**src/rtl/unified_buffer.sv**
```systemverilog
// unified_buffer: single-port word memory shared by the core uni_* port
// and a host burst engine that loads inputs and dumps results.
`ifndef WORD_SIZE
`define WORD_SIZE 16
`endif

module unified_buffer #(
   parameter int DEPTH  = 256,
   parameter int ADDR_W = 8
) (
   input  logic                  clk,
   input  logic                  reset,
   input  logic                  uni_wen,
   input  logic                  uni_ren,
   input  logic [`WORD_SIZE-1:0] uni_addr,
   input  logic [`WORD_SIZE-1:0] uni_wdata,
   output logic [`WORD_SIZE-1:0] uni_rdata,
   output logic                  uni_rvalid,
   output logic                  uni_stall,
   input  logic                  host_wr_start,
   input  logic                  host_rd_start,
   input  logic [ADDR_W-1:0]     host_base,
   input  logic [ADDR_W:0]       host_len,
   input  logic                  host_wvalid,
   input  logic [`WORD_SIZE-1:0] host_wdata,
   output logic                  host_wready,
   output logic                  host_rvalid,
   output logic [`WORD_SIZE-1:0] host_rdata,
   input  logic                  host_rready,
   output logic                  host_done,
   output logic                  err
);
   localparam int W = `WORD_SIZE;
   localparam logic [W:0]      DEPTH_W = DEPTH;
   localparam logic [ADDR_W:0] CNT_ONE = 1;
   localparam logic [ADDR_W-1:0] PTR_LAST = ADDR_W'(DEPTH - 1);

   typedef enum logic [2:0] {
      IDLE, LOAD, DUMP_RD, DUMP_OUT, DONE
   } state_e;

   state_e            state_q, state_d;
   logic [ADDR_W-1:0] ptr_q, ptr_d, ptr_inc;
   logic [ADDR_W:0]   cnt_q, cnt_d;
   logic [W-1:0]      mem [DEPTH];
   logic [W-1:0]      uni_rdata_q, host_rdata_q;
   logic              uni_rvalid_q, err_q;

   logic              idle, in_range;
   logic              mem_we;
   logic [ADDR_W-1:0] mem_addr;
   logic [W-1:0]      mem_wdata;

   assign idle     = (state_q == IDLE);
   assign in_range = {1'b0, uni_addr} < DEPTH_W;
   assign ptr_inc  = (ptr_q == PTR_LAST) ? '0 : ptr_q + 1'b1;

   // Single memory port: core owns it in IDLE, host engine otherwise.
   always_comb begin
      mem_we    = 1'b0;
      mem_addr  = uni_addr[ADDR_W-1:0];
      mem_wdata = uni_wdata;
      unique case (state_q)
         IDLE: mem_we = uni_wen & in_range;
         LOAD: begin
            mem_we    = host_wvalid;
            mem_addr  = ptr_q;
            mem_wdata = host_wdata;
         end
         DUMP_RD: mem_addr = ptr_q;
         default: ;
      endcase
      mem_we = mem_we & ~reset;
   end

   // Memory array write; contents survive reset.
   always_ff @(posedge clk) begin
      if (mem_we) mem[mem_addr] <= mem_wdata;
   end

   // Burst FSM next-state, pointer and word count.
   always_comb begin
      state_d = state_q;
      ptr_d   = ptr_q;
      cnt_d   = cnt_q;
      unique case (state_q)
         IDLE: begin
            if (host_wr_start || host_rd_start) begin
               ptr_d = host_base;
               cnt_d = host_len;
               if (host_len == '0)    state_d = DONE;
               else if (host_wr_start) state_d = LOAD;
               else                    state_d = DUMP_RD;
            end
         end
         LOAD: begin
            if (host_wvalid) begin
               ptr_d = ptr_inc;
               cnt_d = cnt_q - 1'b1;
               if (cnt_q == CNT_ONE) state_d = DONE;
            end
         end
         DUMP_RD: begin
            ptr_d   = ptr_inc;
            state_d = DUMP_OUT;
         end
         DUMP_OUT: begin
            if (host_rready) begin
               cnt_d   = cnt_q - 1'b1;
               state_d = (cnt_q == CNT_ONE) ? DONE : DUMP_RD;
            end
         end
         DONE:    state_d = IDLE;
         default: state_d = IDLE;
      endcase
   end

   // FSM state register.
   always_ff @(posedge clk) begin
      if (reset) begin
         state_q <= IDLE;
         ptr_q   <= '0;
         cnt_q   <= '0;
      end else begin
         state_q <= state_d;
         ptr_q   <= ptr_d;
         cnt_q   <= cnt_d;
      end
   end

   // Registered read data for both ports plus range-error pulse.
   always_ff @(posedge clk) begin
      if (reset) begin
         uni_rdata_q  <= '0;
         uni_rvalid_q <= 1'b0;
         err_q        <= 1'b0;
         host_rdata_q <= '0;
      end else begin
         uni_rvalid_q <= idle & uni_ren;
         err_q        <= idle & (uni_ren | uni_wen) & ~in_range;
         if (idle & uni_ren)
            uni_rdata_q <= in_range ? mem[mem_addr] : '0;
         if (state_q == DUMP_RD)
            host_rdata_q <= mem[mem_addr];
      end
   end

   assign uni_rdata   = uni_rdata_q;
   assign uni_rvalid  = uni_rvalid_q;
   assign err         = err_q;
   assign uni_stall   = ~idle;
   assign host_wready = (state_q == LOAD);
   assign host_rvalid = (state_q == DUMP_OUT);
   assign host_rdata  = host_rdata_q;
   assign host_done   = (state_q == DONE);

endmodule
```
**config.mk**
```make
export PLATFORM = sky130hd
export DESIGN_NAME = unified_buffer
export DESIGN_NICKNAME = d
export VERILOG_FILES = /design/src/rtl/unified_buffer.sv
export SDC_FILE = /design/constraint.sdc
export NUM_CORES = 2
export LEC_CHECK = 0
export ABC_CLOCK_PERIOD_IN_PS = 9600
export CAP_MARGIN = 20
export CORE_MARGIN = 2
export CORE_UTILIZATION = 50
export CTS_CLUSTER_SIZE = 14
export DETAILED_ROUTE_END_ITERATION = 10
export GPL_TIMING_DRIVEN = 0
export PLACE_DENSITY_LB_ADDON = 0.05
export SLEW_MARGIN = 5
export SYNTH_ARGS = -nofsm -noshare
export SYNTH_HDL_FRONTEND = slang
export SYNTH_SLANG_ARGS = --single-unit
```
**constraint.sdc**
```tcl
create_clock -name clk -period 9.6 [get_ports clk]
set_input_delay 0.96 -clock clk [delete_from_list [all_inputs] [get_ports clk]]
set_output_delay 0.96 -clock clk [all_outputs]
set_load 0.05 [all_outputs]
```
==> results.py <==
metrics = {
    "floorplan": {
        "rows": 213,
        "die-width_um": 584,
        "start_util_pct": 50.1,
        "die_area_um2": 341000,
        "die_h_um": 584,
        "core_um2": 336000,
        "ios": 111,
    },
    "timing": {
        "rsz0062_at_grt": "no",
        "slew_violations": 0,
        "worst_slew_pin_slew_ps": 1340,
        "fin_setup_tns_ps": 0,
        "hold_viol_final": 0,
        "fin_skew_ps": 47.9,
        "fmax_ghz": 0.118,
        "slew_headroom_pct": 9.80,
        "finalWorstPathRequiredPeriod_ps": 8470,
        "period_share_pct": 88.2,
        "setup_viol": 0,
    },
    "cts": {
        "clk_pin_slew_ps": 70,
        "postCtsResizedCells": 0,
        "cts_setup_buffers": 0,
        "cts_tree": "built",
        "cts.path.max_buffers": 4,
        "h-tree-depth": 5,
        "root_buffer": "clkbuf_16",
        "cts_num_sinks": 4150,
        "holdBufCountCts": 0,
        "numCtsBuffers": 435,
        "insertion_delay_ps": 1000,
    },
    "global_routing": {
        "antenna_found_initial": 48,
        "grt_pass1_vias": 104000,
        "grt_max_degree": 143,
        "track_usage_pct": 37.3,
        "grt_pass1_wl_mm": 868,
        "grt-ovfl-total": 0,
    },
    "logic_synthesis": {
        "ys.flop_type": "edfxtp_1",
        "async_flop_share_pct": 0,
        "synthesis.area_um2": 168000,
        "synth-seq-cells": 4150,
        "syn_inst": 10800,
        "yosysMostFrequentCell": "edfxtp_1",
        "yosys_warnings": 0,
        "yosysSeqAreaShare_pct": 73.7,
        "syn_nets": 10900,
        "avgSynthCellArea_um2": 15.6,
        "synth_top_area_share_pct": 73.1,
        "synth.distinct_cells": 72,
        "synth.cells.most_frequent": "edfxtp_1 (4096), mux2i_1 (1329), o21ai_0 (563)",
        "synth_edf_count": 4096,
        "synth_area_leaders": "edfxtp_1 (73%), mux2i_1 (7.9%), o21ai_0 (1.7%)",
        "synth_area_leader_cell": "edfxtp_1",
    },
    "pwr": {
        "combPwrFrac_pct": 24.8,
        "clkPwrFrac_pct": 33.6,
        "power.total_uw": 49400,
        "power_density_nw_per_um2": 252,
        "ir_drop_v": 0.000174,
        "sw_frac_of_total_pct": 33.1,
        "p_seq_share_pct": 41.6,
        "intPower_uw": 33100,
        "p_sw_uw": 16400,
        "leakagePower_uw": 0.0642,
    },
    "place": {
        "placed_cells": 15700,
        "io_buffers": 110,
        "gp_congestion": 0.984,
        "post_dp_cell_area_um2": 182000,
        "place.detailed.hpwl_mm": 463,
    },
    "layout": {
        "area_growth_pct": 16.4,
        "drive_above_1_share_pct": 13.1,
        "fin_nets": 11800,
        "finalNonFillerCells": 16500,
        "final_util_pct": 58.3,
        "final_cell_area_um2": 196000,
    },
    "setup_path": {
        "criticalPathCategory": "register to register",
        "cp-startpoint": "state_q[1]",
        "reg2reg_from": "state_q[1]",
        "r2r_cells": 17,
        "cp-end-kind": "register",
        "cp_max_fo": 10,
        "required_ps": 10330,
        "r2r-end": "mem[211][1]",
        "r2r_setup_slack_ps": 1130,
        "critPathLaunchType": "register",
        "cp.arrival_ps": 9200,
    },
    "routing": {
        "drc": 0,
        "vias_per_cell": 6.71,
        "drt_pass1_iterations": 9,
        "vias": 111000,
        "wl_per_cell_um": 39.3,
        "antenna_left": 0,
        "drt_wl_total_mm": 649,
        "initialDrtViolationCount": 16700,
    },
    "min_path": {
        "min_to": "uni_rdata[14]",
        "hold_path_depth": 2,
        "min_from": "uni_rdata[14]",
        "hold_path_class": "register to register",
    },
    "run": {
        "cap_violations": 0,
    },
    "outcome": {
        "status": "completed",
    },
}
==> kinds of logic (layout without fill, tap and decap cells) <==
logic type,count (synthesis),in the layout,share of synthesized area [%]
AO/OA/AOI/OAI,2526,2526,9.82
XOR/XNOR,2,2,0.0149
adder cells (fa/ha/maj),3,3,0.0223
buffers and inverters,865,2131,2.07
flip-flops,4150,4150,73.7
multiplexers,1448,1448,9.13
other,0,17,0
AND/OR/NAND/NOR,1812,1812,5.22
==> layout by cell type, fill, tap and decap left out, types with 123 or more instances in the layout <==
master and count:
a211oi_1 215, a21oi_1 504, and3_1 196, buf_1 132, buf_2 185, buf_8 203
clkbuf_1 617, clkbuf_16 446, edfxtp_1 4096, mux2i_1 1329, nand2_1 509, nand3_1 489
nor2_2 225, nor4_1 123, o21ai_0 561, o221ai_1 127, o22a_1 146, o22ai_1 433
==> worst max-delay path by stage <==
stage                     to  slack, ps  cells past startpoint
2_1_floorplan     mem[0][10]       4700                      8
3_3_place_gp   host_rdata[4]      -2000                     14
3_5_place_dp    mem[211][15]       1000                     16
4_1_cts          mem[211][7]       1510                     18
5_1_grt          mem[211][7]       1260                     18
6_report         mem[211][1]       1130                     17
==> through the flow <==
stage                     setup slack (ps)  hold slack [ps]
after floorplan                       4700              484
after global placement               -2000              486
after detailed placement              1000              483
after CTS                             1510              497
after global routing                  1260              518
final                                 1130              494
==> routing by layer <==
| layer | global-route usage, % | vias up | part of all wire [%] |
|---|---|---|---|
| li1 | - | 45200 | - |
| met1 | 49.0 | 56800 | 37 |
| met2 | 56.7 | 7182 | 45 |
| met3 | 10.0 | 1437 | 12 |
| met4 | 20.5 | 14 | 6.6 |
| met5 | 0 | - | 0.013 |
==> sequential cells by signal (all words and copies together) (netlist names) <==
signal      flops
cnt_q           9
mem          4096
uni_rdata      16
state_q         3
ptr_q           8
uni_rvalid      1
err             1
host_rdata     16
==> worst max-delay path: stages, from the launching register on <==
cell and delay [ps]:
dfxtp_1 310, buf_2 210, xor2_1 490, a21boi_1 400
clkbuf_1 440, buf_8 280, nor2_1 760, buf_2 420
buf_2 370, buf_2 470, buf_1 660, clkbuf_1 780
nor2_1 230, nand2_1 980, clkbuf_2 550, buf_12 270
nor2_2 200, buf_8 270
==> area by class of cell <==
| type | instances | area (um^2) |
|---|---|---|
| Clock buffer | 546 | 11500 |
| Fill cell | 25800 | 140000 |
| Clock inverter | 252 | 2300 |
| Timing Repair Buffer | 468 | 7060 |
| Sequential cell | 4150 | 124000 |
| Tap cell | 4407 | 5510 |
| Multi-Input combinational cell | 5791 | 41800 |
| Antenna cell | 17 | 42.5 |
| Buffer | 854 | 3480 |
| Inverter | 11 | 41.3 |
==> power groups by stage <==
stage / sequential, uW / combinational [uW] / clock (uW)
floorplan: 21100 / 5530 / 0
global placement: 21200 / 11200 / 0
detailed placement: 20900 / 11800 / 0
CTS: 20600 / 11800 / 16700
global route: 20600 / 12300 / 17300
finish: 20600 / 12200 / 16600
Note: power is estimated with default switching activity, not from simulation.
